## src/rtl/shift_normalizer_if.sv

```systemverilog
// Handshake bundle for the shift normalizer: start/mode/din request,
// busy/done status and count/dout/zero result.
interface shift_normalizer_if #(
  parameter int WIDTH = 32
);
  localparam int LG = $clog2(WIDTH);

  logic             start;
  logic             mode;
  logic [WIDTH-1:0] din;
  logic             busy;
  logic             done;
  logic [LG:0]      count;
  logic [WIDTH-1:0] dout;
  logic             zero;

  modport master (
    output start, mode, din,
    input  busy, done, count, dout, zero
  );

  modport slave (
    input  start, mode, din,
    output busy, done, count, dout, zero
  );
endinterface

```

## src/rtl/shift_normalizer.sv

```systemverilog
// Multi-cycle CLZ/CLS counter: binary search, one step per clock.
// Ports: clk, rst_n (async low), bus (slave: start/mode/din -> busy/done/count/dout/zero).
module shift_normalizer #(
  parameter int WIDTH = 32
) (
  input logic               clk,
  input logic               rst_n,
  shift_normalizer_if.slave bus
);
  localparam int LG = $clog2(WIDTH);
  localparam int CW = LG + 1;

  typedef enum logic [1:0] {
    IDLE   = 2'd0,
    SEARCH = 2'd1,
    FIN    = 2'd2
  } state_e;

  state_e           state_q;
  logic             mode_q;
  logic             sign_q;
  logic             zcap_q;
  logic [WIDTH-1:0] work_q;
  logic [WIDTH-1:0] data_q;
  logic [CW-1:0]    cnt_q;
  logic [LG-1:0]    w_q;

  logic             busy_q;
  logic             done_q;
  logic [CW-1:0]    count_q;
  logic [WIDTH-1:0] dout_q;
  logic             zero_q;

  logic [WIDTH-1:0] hi_mask;
  logic [WIDTH-1:0] work_d;
  logic [WIDTH-1:0] data_d;
  logic [CW-1:0]    cnt_d;

  // Top w bits of the word.
  assign hi_mask = ~({WIDTH{1'b1}} >> w_q);

  always_comb begin
    work_d = work_q;
    data_d = data_q;
    cnt_d  = cnt_q;
    if ((work_q & hi_mask) == '0) begin
      work_d = work_q << w_q;
      data_d = data_q << w_q;
      cnt_d  = cnt_q + CW'(w_q);
    end
    // Last step: an all-zero work word needs one extra count.
    if (w_q == LG'(1) && !work_d[WIDTH-1]) begin
      cnt_d  = cnt_d + CW'(1);
      data_d = '0;
    end
  end

  always_ff @(posedge clk or negedge rst_n) begin
    if (!rst_n) begin
      state_q <= IDLE;
      mode_q  <= 1'b0;
      sign_q  <= 1'b0;
      zcap_q  <= 1'b0;
      work_q  <= '0;
      data_q  <= '0;
      cnt_q   <= '0;
      w_q     <= '0;
      busy_q  <= 1'b0;
      done_q  <= 1'b0;
      count_q <= '0;
      dout_q  <= '0;
      zero_q  <= 1'b0;
    end else begin
      done_q <= 1'b0;
      unique case (state_q)
        IDLE: begin
          if (bus.start) begin
            mode_q  <= bus.mode;
            sign_q  <= bus.din[WIDTH-1] & bus.mode;
            zcap_q  <= (bus.din == '0);
            data_q  <= bus.din;
            work_q  <= bus.mode
                     ? bus.din ^ {WIDTH{bus.din[WIDTH-1]}}
                     : bus.din;
            cnt_q   <= '0;
            w_q     <= LG'(WIDTH / 2);
            busy_q  <= 1'b1;
            state_q <= SEARCH;
          end
        end
        SEARCH: begin
          work_q <= work_d;
          data_q <= data_d;
          cnt_q  <= cnt_d;
          w_q    <= w_q >> 1;
          if (w_q == LG'(1)) begin
            state_q <= FIN;
          end
        end
        FIN: begin
          done_q <= 1'b1;
          busy_q <= 1'b0;
          zero_q <= zcap_q;
          if (mode_q) begin
            // Work had its sign bit cleared, so cnt counts one bit too many.
            count_q <= cnt_q - CW'(1);
            dout_q  <= {sign_q, data_q[WIDTH-1:1]};
          end else begin
            count_q <= cnt_q;
            dout_q  <= data_q;
          end
          state_q <= IDLE;
        end
        default: begin
          busy_q  <= 1'b0;
          state_q <= IDLE;
        end
      endcase
    end
  end

  assign bus.busy  = busy_q;
  assign bus.done  = done_q;
  assign bus.count = count_q;
  assign bus.dout  = dout_q;
  assign bus.zero  = zero_q;
endmodule

```

## src/flat_wrapper.sv

```systemverilog
// flat-port wrapper written by rule: the top's interface ports become plain ports
module shift_normalizer_flat 
#(
  parameter int WIDTH = 32
)
  (clk, rst_n, bus_start, bus_mode, bus_din, bus_busy, bus_done, bus_count, bus_dout, bus_zero);
  shift_normalizer_if #(.WIDTH(WIDTH)) bus_i ();
  input logic clk;
  input logic rst_n;
  input wire logic [$bits(bus_i.start)-1:0] bus_start;
  input wire logic [$bits(bus_i.mode)-1:0] bus_mode;
  input wire logic [$bits(bus_i.din)-1:0] bus_din;
  output wire logic [$bits(bus_i.busy)-1:0] bus_busy;
  output wire logic [$bits(bus_i.done)-1:0] bus_done;
  output wire logic [$bits(bus_i.count)-1:0] bus_count;
  output wire logic [$bits(bus_i.dout)-1:0] bus_dout;
  output wire logic [$bits(bus_i.zero)-1:0] bus_zero;
  assign bus_i.start = bus_start;
  assign bus_i.mode = bus_mode;
  assign bus_i.din = bus_din;
  assign bus_busy = bus_i.busy;
  assign bus_done = bus_i.done;
  assign bus_count = bus_i.count;
  assign bus_dout = bus_i.dout;
  assign bus_zero = bus_i.zero;
  shift_normalizer #(.WIDTH(WIDTH)) u_core (.clk(clk), .rst_n(rst_n), .bus(bus_i));
endmodule
```

## config.mk

```make
export PLATFORM = sky130hd
export DESIGN_NAME = shift_normalizer_flat
export DESIGN_NICKNAME = d
export VERILOG_FILES = /design/src/rtl/shift_normalizer_if.sv /design/src/rtl/shift_normalizer.sv /design/src/flat_wrapper.sv
export SDC_FILE = /design/constraint.sdc
export NUM_CORES = 1
export LEC_CHECK = 0
export BUFFER_PORTS_ARGS = -buffer_cell sky130_fd_sc_hd__buf_2
export CAP_MARGIN = 0
export CORE_ASPECT_RATIO = 1.5
export CORE_UTILIZATION = 26
export CTS_CLUSTER_SIZE = 12
export DETAILED_ROUTE_END_ITERATION = 6
export GPL_TIMING_DRIVEN = 0
export SYNTH_ARGS = -nofsm -noshare
export SYNTH_HDL_FRONTEND = slang
export SYNTH_SLANG_ARGS = --single-unit
```

## constraint.sdc

```tcl
create_clock -name clk -period 3.6 [get_ports clk]
set_input_delay 0 -clock clk [delete_from_list [all_inputs] [get_ports clk]]
set_output_delay 0 -clock clk [all_outputs]
set_load 0.02 [all_outputs]
```

Word level (Yosys, flattened, before mapping):

Index checks and enable logic that the tools add are counted.

* add/sub/neg operators: 3
* equal/unequal tests: 7
* bitwise operators: 5
* reductions and logical operators: 12
* muxes and demuxes: 22
* shift-type cells: 3

Operators by type and width (number)
* $mux 32: 7
* $pmux 32 s2: 2
* $logic_not 32->1: 2
* $shl 32x5->32: 2
* $and 32x32->32: 1
* $not 32->32: 1
* $shr 32x5->32 const A: 1
* $xor 32x32->32: 1
* $mux 6: 4
* $pmux 6 s2: 1
* $pmux 5 s2: 1
* $reduce_and 2->1: 4
* $add 6x1->6 const B: 1
* $add 6x5->6: 1
* $reduce_and 3->1: 2
* $sub 6x1->6 const B: 1
* $eq 5x1->1 const B: 1
* $mux 5: 1
* $mux 2: 2
* $ne 2x1->1 const B: 2
* $pmux 2 s2: 1
* $ne 3x1->1 const B: 1
* $eq 2x1->1 const B: 1
* $eq 2x2->1 const B: 1
* other kinds (9): 10

* bits in registers: 121
* logic and storage cells: 66

Depth between registers and ports, before layout:

Gate-level depths: netlist of the first run.

* depth in word-level cells: 9
* depth in mapped cells: 13
* gate-level depth less buffers: 11

Worst setup path before layout of the first run:

No wires, ideal clock.

* kind: reg-to-reg
* start point: register u_core.w_q[0]
* end point: register u_core.cnt_q[4]
* data arrival time: 2.945 ns
* buffers on the path: 2
* setup slack: 0.534 ns
* stages on the path, launching flop included: 13
* cell sequence: dfrtp_1 buf_4 maj3_1 o22ai_1 o2111a_1 and4_1 nand2_2 buf_2 mux2_2 ha_1 inv_1 or4_1 a32o_1

* longest elaborated chain between the ends: 9

Ends and longest elaborated chain
* start: declaration: line shift_normalizer.sv:26 `logic [LG-1:0] w_q;`
* start signal: assignment: line shift_normalizer.sv:86 `w_q <= LG'(WIDTH / 2);`
* start signal: assignment: line shift_normalizer.sv:95 `w_q <= w_q >> 1;`
* parallel branches: the longest is 7 deep, another holds $add 6x1->6
* $mux 6 (*): line shift_normalizer.sv:52 `if (w_q == LG'(1) && !work_d[WIDTH-1]) begin`
* $pmux 6 s2 (*): line shift_normalizer.sv:75 `unique case (state_q)`
* end signal: assignment: line shift_normalizer.sv:94 `cnt_q <= cnt_d;`
* end: declaration: line shift_normalizer.sv:25 `logic [CW-1:0] cnt_q;`

Every way passes the cells marked *. The select of a mux whose other input is x is not followed.
A chain may end at the register's enable or synchronous reset.

Worst setup path after layout of the first run:

* start point: register u_core.w_q[2]
* end point: register u_core.data_q[26]

* longest elaborated chain between the ends: 9

Ends and longest elaborated chain
* $shr 32x5->32: line shift_normalizer.sv:40 `assign hi_mask = ~({WIDTH{1'b1}} >> w_q);`
* $not 32->32: line shift_normalizer.sv:40
* $and 32x32->32: line shift_normalizer.sv:46 `if ((work_q & hi_mask) == '0) begin`
* $logic_not 32->1: line shift_normalizer.sv:46
* $mux 32: line shift_normalizer.sv:46
* $logic_not 1->1: line shift_normalizer.sv:52
* $logic_and 1x1->1: line shift_normalizer.sv:52
* $ne 3x1->1 (no line) / $mux 32 (equally long branches)
* $reduce_and 3->1 (no line) / $pmux 32 s2 (equally long branches)
* end signal: assignment: line shift_normalizer.sv:81 `data_q <= bus.din;`
* end signal: assignment: line shift_normalizer.sv:93 `data_q <= data_d;`
* end: declaration: line shift_normalizer.sv:24 `logic [WIDTH-1:0] data_q;`

Parallel ways exist; a longest one is shown, timed or not. The select of a mux whose other input is x is not followed.

==> flow_summary.yaml, run 1 <==
placed_design:
  dp_slack_ns: -0.943
  port_buffers: 76
  dpl.hpwl_um: 37500
  gp_congestion: 1.03
detailed_routing:
  drt_first_iter_violations: 762
  drc_errors: 0
  dr.pass1.iters: 7
  ant_nets: 0
  via_per_inst: 5.78
  vias: 9851
  wl_per_cell_um: 28.8
  routed_wl_um: 49000
global_routing:
  grt_max_degree: 74
  grt_use_total: 0.270
  overflow: 0
  antenna_found_initial: 0
  grt_pass1_vias: 10000
  grt_first_pass_wirelength_um: 70500
sta:
  slew_violations: 0
  period_share: 0.998
  clock.fmax_mhz: 278
  min_period_ns: 3.59
  slew_headroom: 0.197
  finalHoldViolCount: 0
  tightest_slew_ns: 1.20
  fin_skew_ns: 0.0144
  finalSetupTns_ns: 0
  fin_hold_ws_ns: 0.0244
  layout_setup_ws_ns: 0.00618
  rsz0062_at_grt: "true"
  setup_viol: 0
clock_tree:
  clk_pin_slew_ns: 0.06
  cts-htree-levels: 4
  clkLatencyLatePin_ns: 0.46
  numCtsBuffers: 17
  tritoncts: "yes"
  clockBufferDepth: 2
  clock-sinks: 121
  root_buffer: "clkbuf_16"
critical_path:
  crit_family: "buffers and inverters"
  cp_data_required_time_ns: 3.98
  cpMostUsedCell: "buf_2"
  max_stage_delay_ns: 0.57
  arrival_ns: 3.97
  crit_chain: "clkbuf_4 > buf_2 > inv_2 > buf_2 > clkdlybuf4s15_2 > nand2_1 > o22ai_1 > mux2i_1 > nor2_1 > a22oi_1 > a21oi_1"
  crit_fanout: 10
  setup.worst_path.start: "u_core.w_q[2]"
  r2r_start: "u_core.w_q[2]"
  slowest_stage: "o22ai_1"
  start_kind: "register"
  timing_worst_setup_path_type: "register to register"
  cp-end-kind: "register"
  cp_num_buf_inv: 5
status:
  outcome: "finished, final reports clean"
synthesis:
  synth_seq_cells: 121
  yosys_warnings: 0
  yosysSeqAreaShare: 0.318
  ys_async_sr_fraction: 1.00
  synth_nets: 1127
  synth-edff-count: 0
  synth_ff_type: "dfrtp_1"
  synth_cell_type_count: 68
  syn_area_mm2: 0.00952
  postSynthAreaPerCell_um2: 8.79
  synthCells: 1082
min_path:
  hold_class: "primary input to register"
  hold_start: "bus_din[26]"
job:
  cap_violations: 0
die:
  initial_core_util: 0.265
  die_x_um: 158
  coreArea_mm2: 0.0359
  dieArea_mm2: 0.0374
  rows: 85
  die_h_um: 236
  ios: 77
finish:
  area.growth.synth_to_final_pct: 22.7
  nets: 1260
  fillers: 3833
  seqCellArea_mm2: 0.00303
  final_layout_size_suffix_gt1_frac: 0.207
  multiInputGateArea_mm2: 0.00614
  antennaDiodeCount: 0
  final_util: 0.325
-- sequential cells by signal, indices dropped and copies added (netlist names) --
register,count
u_core.work_q,32
u_core.cnt_q,6
u_core.bus.count,6
u_core.sign_q,1
u_core.mode_q,1
u_core.zcap_q,1
u_core.bus.dout,32
u_core.w_q,5
u_core.state_q,2
u_core.bus.done,1
u_core.bus.zero,1
u_core.bus.busy,1
u_core.data_q,32
-- worst paths after layout --
kind | to | slack (ns) | cells past startpoint
max | u_core.data_q[26] | 0.006 | 11
min | u_core.data_q[26] | 0.02 | 3
max reg2reg | u_core.data_q[26] | 0.006 | 11
min reg2reg | u_core.bus.dout[15] | 0.47 | 2
max in group asynchronous | u_core.bus.dout[10] | 2.81 | 3
min in group asynchronous | u_core.w_q[4] | 0.05 | 2
-- routing by layer --
layer  global-route usage  wire [um]
met1                0.272      16700
met4                0.245       4910
met2                0.466      24800
met5                    0          0
met3               0.0492       2550
-- placed cells by master, fill, tap and decap left out, types with 5 or more instances in the layout --
cell type / netlist / final
mux2i_1: 88 / 82
mux4_2: 48 / 48
nand2_1: 154 / 154
dlygate4sd3_1: 0 / 32
nor3_1: 18 / 18
inv_1: 16 / 16
clkbuf_1: 53 / 44
xnor2_1: 36 / 36
nand4_1: 6 / 6
mux2_2: 21 / 21
nor4_1: 9 / 9
a32oi_1: 9 / 9
a31oi_1: 19 / 19
nor2b_1: 5 / 5
a21oi_1: 84 / 80
mux2i_2: 0 / 5
o22ai_1: 12 / 12
buf_4: 7 / 13
ha_1: 8 / 8
buf_2: 11 / 84
o21ai_1: 15 / 17
buf_6: 0 / 6
dfrtp_1: 121 / 119
clkbuf_4: 0 / 6
clkbuf_16: 0 / 17
a211oi_1: 10 / 10
a22oi_1: 37 / 36
nand3_1: 13 / 13
o21ai_0: 73 / 71
buf_1: 21 / 10
nor2_1: 108 / 103
clkbuf_2: 0 / 8
-- final cells by class --
type,count,area share
inverters,19,0.00611
multi-input cells,850,0.525
flip-flops and latches,121,0.259
clock buffers,19,0.0379
well taps,478,0.0512
repair buffers,115,0.0667
plain buffers,91,0.0403
clock inverters,12,0.0129
-- cells by family (layout without fill, tap and decap cells) --
logic type | count (synthesis) | count (layout) | share of synthesized area
adders and majority gates | 10 | 10 | 0.0137
and+or+nand+nor | 342 | 342 | 0.156
xor gates and xnor gates | 40 | 40 | 0.0368
DFF | 121 | 121 | 0.318
muxes | 158 | 158 | 0.232
AOI/OAI and AO/OA | 300 | 300 | 0.195
buffers and inverters | 111 | 256 | 0.0480
-- what timing repair did --
action                                  4_1_cts  5_1_grt
pin swaps                                     1        1
endpoints found under the hold margin       154        0
buffers inserted                              4        2
hold buffers                                 32        0
gates resized for setup                      44       30
endpoints found under the setup margin       68       41
-- synthesized netlist by cell type, types with 5 or more instances --
cell type	count	area, um2
nor2b_1	5	31.3
buf_1	21	78.8
o22ai_1	12	75.1
mux2i_1	88	881
inv_1	16	60.1
ha_1	8	100
a31oi_1	19	119
buf_2	11	55.1
nand4_1	6	37.5
buf_4	7	52.6
xnor2_1	36	315
nor3_1	18	90.1
nand2_1	154	578
dfrtp_1	121	3030
nand3_1	13	65.1
o21ai_1	15	75.1
a211oi_1	10	75.1
a21oi_1	84	420
nor4_1	9	56.3
mux4_2	48	1080
clkbuf_1	53	199
o21ai_0	73	365
a22oi_1	37	278
mux2_2	21	236
a32oi_1	9	78.8
nor2_1	108	405
-- worst reg2reg max path, delay by kind of cell, from the launching register on --
| family | cells | cell delay, ns |
|---|---|---|
| AOI/OAI and AO/OA | 3 | 0.86 |
| buffers and inverters | 5 | 1.64 |
| DFF | 1 | 0.41 |
| muxes | 1 | 0.22 |
| and+or+nand+nor | 2 | 0.40 |
-- per-stage QoR --
step,std cells,area (um2)
floorplan,1082,9520
global placement,1636,10500
detailed placement,1637,10500
CTS,1704,11600
global route,1705,11700
finish,1705,11700
Power of run 1 is not shown: default switching activity piles up to over one toggle a cycle in this logic, so the estimate is an artifact.
==> run 2, diff against run 1 <==
Settings changed: CORE_UTILIZATION 26 to 35.
==> flow_summary.yaml, run 2 (synthesized netlist as in run 1, its figures left out) <==
placed_design:
  post-place-cells: 1496
  dp_slack_ns: -0.856
  dpl.hpwl_um: 34900
  gp_congestion: 1.03
  place_area_mm2: 0.0104
  port_buffers: 76
critical_path:
  timing_worst_setup_path_type: "register to register"
  r2r_setup_slack_ns: -0.004
  cpMostUsedCell: "buf_4"
  cp-end-kind: "register"
  arrival_ns: 3.93
  crit_chain: "buf_4 > buf_4 > buf_4 > buf_4 > mux4_2 > mux2i_1 > mux2i_1 > mux2_2 > a22oi_1 > a21oi_1"
  reg2reg_depth: 10
  crit_family: "multiplexers"
  endpoint: "u_core.work_q[29]"
  cp_data_required_time_ns: 3.93
  slowest_stage: "mux4_2"
  crit_fanout: 10
  r2r_start: "u_core.w_q[0]"
  reg2reg_to: "u_core.work_q[29]"
  setup.worst_path.start: "u_core.w_q[0]"
  start_kind: "register"
  cp.depth: 10
  cp_num_buf_inv: 4
  max_stage_delay_ns: 0.59
global_routing:
  gr-max-usage-layer: "met2"
  met2_usage: 0.572
  grt_max_degree: 73
  use_met3: 0.0575
  met1_usage: 0.367
  grt_pass1_vias: 9706
  antenna_found_initial: 0
  overflow: 0
  grt_use_total: 0.340
  grt_first_pass_wirelength_um: 65800
die:
  rows: 73
  dieArea_mm2: 0.0279
  coreArea_mm2: 0.0266
  initial_core_util: 0.358
  die_x_um: 137
  die_h_um: 204
  ios: 77
clock_tree:
  clkLatencyLatePin_ns: 0.47
  clock-sinks: 121
  tritoncts: "yes"
  numCtsBuffers: 17
  cts-htree-levels: 4
  root_buffer: "clkbuf_16"
  clockBufferDepth: 2
  clk_pin_slew_ns: 0.06
sta:
  layout_setup_ws_ns: -0.00376
  min_period_ns: 3.60
  clock.fmax_mhz: 277
  slew_violations: 0
  fin_skew_ns: 0.0147
  setup_viol: 1
  finalSetupTns_ns: -0.00376
  period_share: 1.00
  rsz0062_at_grt: "true"
  slew_headroom: 0.255
  tightest_slew_ns: 1.12
  finalHoldViolCount: 0
detailed_routing:
  drc_errors: 0
  vias: 9762
  dr.pass1.iters: 5
  ant_nets: 0
  via_per_inst: 6.24
  routed_wl_um: 46000
  drt_first_iter_violations: 816
  wl_per_cell_um: 29.4
finish:
  antennaDiodeCount: 0
  seqCellArea_mm2: 0.00303
  fillers: 2654
  stdcell_area_mm2: 0.0114
  final_layout_size_suffix_gt1_frac: 0.200
  fin_cells: 1564
  layout_common_cells: "154 x nand2_1, 118 x dfrtp_1, 103 x nor2_1, 87 x mux2i_1, 85 x buf_2"
  final_common_cell: "nand2_1"
  nets: 1259
  multiInputGateArea_mm2: 0.00610
  area.growth.synth_to_final_pct: 20.1
status:
  outcome: "complete, but fails checks"
  violations: "setup timing"
min_path:
  hold_class: "primary input to register"
job:
  cap_violations: 0
run 2: changes by cell type in the layout (fill, tap and decap cells not counted), moves of 3 or more:
cell / delta
a21oi_2: -3
mux2i_1: +5
dlygate4sd3_1: +3
mux2i_2: -4
buf_4: -4
a21oi_1: +3
run 2: final cells by class:
| class | instances | share of cell area |
|---|---|---|
| Tap cell | 337 | 0.0369 |
| Timing Repair Buffer | 113 | 0.0675 |
| Inverter | 19 | 0.00624 |
| Multi-Input combinational cell | 850 | 0.534 |
| Sequential cell | 121 | 0.265 |
| Clock buffer | 20 | 0.0400 |
| Clock inverter | 12 | 0.0109 |
| Buffer | 92 | 0.0393 |
run 2: worst register-to-register path, stage by stage (launching register included):
cell,delay (ns)
dfrtp_2,0.48
buf_4,0.26
buf_4,0.22
buf_4,0.28
buf_4,0.31
mux4_2,0.60
mux2i_1,0.36
mux2i_1,0.31
mux2_2,0.38
a22oi_1,0.18
a21oi_1,0.09
run 2: timing repair:
| item | CTS | global route |
|---|---|---|
| pin swaps | 1 | 1 |
| hold buffers | 35 | 0 |
| buffers inserted | 1 | 0 |
| gates resized for setup | 40 | 21 |
| cloned | 0 | 0 |
| hold endpoints to repair | 158 | 0 |
| endpoints found under the setup margin | 68 | 18 |
run 2: routing by layer:
layer,vias up,share of wire,wire [um]
li1,4255,-,-
met1,4809,0.36,16700
met2,510,0.50,22800
met3,188,0.054,2470
met4,0,0.088,4070
met5,-,0,0
run 2: worst min-delay path by stage:
stage | slack (ns) | cells past startpoint | endpoint | from
finish | 0.02 | 3 | u_core.data_q[26] | bus_din[26]
detailed placement | -0.03 | 1 | u_core.cnt_q[5] | rst_n
global placement | 0.28 | 3 | u_core.bus.busy | bus_start
global route | 0.06 | 3 | u_core.data_q[16] | bus_din[16]
floorplan | -0.30 | 0 | u_core.bus.busy | rst_n
CTS | 0.02 | 3 | u_core.data_q[16] | bus_din[16]
run 2: through the flow:
step                       util  hold WS, ns
after global routing      0.430       0.0562
after floorplan               -       -0.296
final                     0.430       0.0235
after CTS                 0.428       0.0156
after global placement    0.388        0.279
after detailed placement  0.389      -0.0272
Power of run 2 is left out for the same reason.
==> run 3, diff against run 2 <==
Settings changed: GPL_TIMING_DRIVEN 0 to unset.
==> flow_summary.yaml, run 3 (synthesized netlist as in run 1, its figures left out) <==
global_routing:
  antenna_found_initial: 0
  grt_max_degree: 118
  grt_first_pass_wirelength_um: 52000
  grt_pass1_vias: 8973
  grt_use_total: 0.251
  overflow: 0
sta:
  clock.fmax_mhz: 301
  setup_viol: 0
  period_share: 0.923
  min_period_ns: 3.32
  rsz0062_at_grt: "false"
  tightest_slew_ns: 0.883
  slew_headroom: 0.410
  fin_skew_ns: 0.0118
  finalHoldViolCount: 0
  finalSetupTns_ns: 0
  slew_violations: 0
die:
  rows: 73
  initial_core_util: 0.358
  ios: 77
  die_x_um: 137
  die_h_um: 204
  dieArea_mm2: 0.0279
  coreArea_mm2: 0.0266
clock_tree:
  tritoncts: "yes"
  clock-sinks: 121
  clk_pin_slew_ns: 0.06
  numCtsBuffers: 17
  cts-htree-levels: 4
  clockBufferDepth: 2
  clkLatencyLatePin_ns: 0.45
  root_buffer: "clkbuf_16"
  post_cts_buffers: 0
critical_path:
  start_kind: "register"
  cp-end-kind: "register"
  crit_fanout: 21
  arrival_ns: 3.66
  cp_data_required_time_ns: 3.94
  timing_worst_setup_path_type: "register to register"
detailed_routing:
  routed_wl_um: 33500
  drt_first_iter_violations: 852
  via_per_inst: 5.92
  vias: 9017
  drc_errors: 0
  dr.pass1.iters: 5
  ant_nets: 0
  wl_per_cell_um: 22.0
job:
  cap_violations: 0
status:
  outcome: "finished, final reports clean"
placed_design:
  dpl.hpwl_um: 24700
  gp_congestion: 0.939
  port_buffers: 76
finish:
  final_util: 0.429
  final_layout_size_suffix_gt1_frac: 0.208
  area.growth.synth_to_final_pct: 19.9
  layout_common_cells: "153 x nand2_1, 116 x dfrtp_1, 108 x nor2_1, 88 x mux2i_1, 84 x a21oi_1"
  antennaDiodeCount: 0
  final_common_cell: "nand2_1"
  fillers: 2639
  nets: 1219
min_path:
  hold_class: "primary input to async pin"
-- run 3: cell type report --
cell class                 count  area (um2)  share of cell area
clock buffer                  20         457              0.0400
timing repair buffer         165        1210               0.106
multi-input combinational    850        6040               0.530
clock inverter                11         170              0.0149
sequential                   121        3040               0.266
inverter                      19        71.3             0.00625
tap                          337         422              0.0370
-- run 3: final timing paths --
check	startpoint	end	slack, ns	cells after the start
max	u_core.w_q[0]	u_core.cnt_q[4]	0.28	11
min	rst_n	u_core.work_q[31]	0.17	2
max reg2reg	u_core.w_q[0]	u_core.cnt_q[4]	0.28	11
min reg2reg	u_core.bus.zero	u_core.bus.zero	0.47	2
max in group asynchronous	rst_n	u_core.bus.dout[12]	2.60	3
min in group clk	bus_start	u_core.bus.busy	0.37	4
-- run 3: stage by stage --
| step | worst slack (ns) | hold WS (ns) | area (um2) | cells |
|---|---|---|---|---|
| 5_1_grt | 0.0838 | 0.248 | 11400 | 1523 |
| 3_5_place_dp | 0.298 | 0.117 | 10400 | 1455 |
| 4_1_cts | 0.288 | 0.189 | 11400 | 1523 |
| 3_3_place_gp | 0.361 | 0.116 | 10400 | 1455 |
| 2_1_floorplan | 0.534 | -0.296 | 9520 | 1082 |
| 6_report | 0.276 | 0.172 | 11400 | 1523 |
-- run 3: worst max-delay path, cell delays in order (launching register included) --
cell     delay (ns)
dfrtp_4        0.61
buf_12         0.22
nor3_1         0.24
o21ai_1        0.10
a22oi_1        0.19
and4_1         0.32
nand2_2        0.16
o21ai_0        0.29
ha_1           0.20
inv_1          0.06
or4_1          0.52
a32o_1         0.26
-- run 3: what timing repair did --
item,CTS,global route
hold buffers,37,0
resized for setup,0,0
hold endpoints to repair,91,0
-- run 3: metal layers --
metal / track usage / vias up / wire (um)
met1: 0.288 / 4387 / 12900
met4: 0.170 / 0 / 2180
met2: 0.428 / 367 / 17000
met5: 0 / - / 0
met3: 0.0342 / 102 / 1460
li1: - / 4161 / -
Power of run 3 is left out for the same reason.
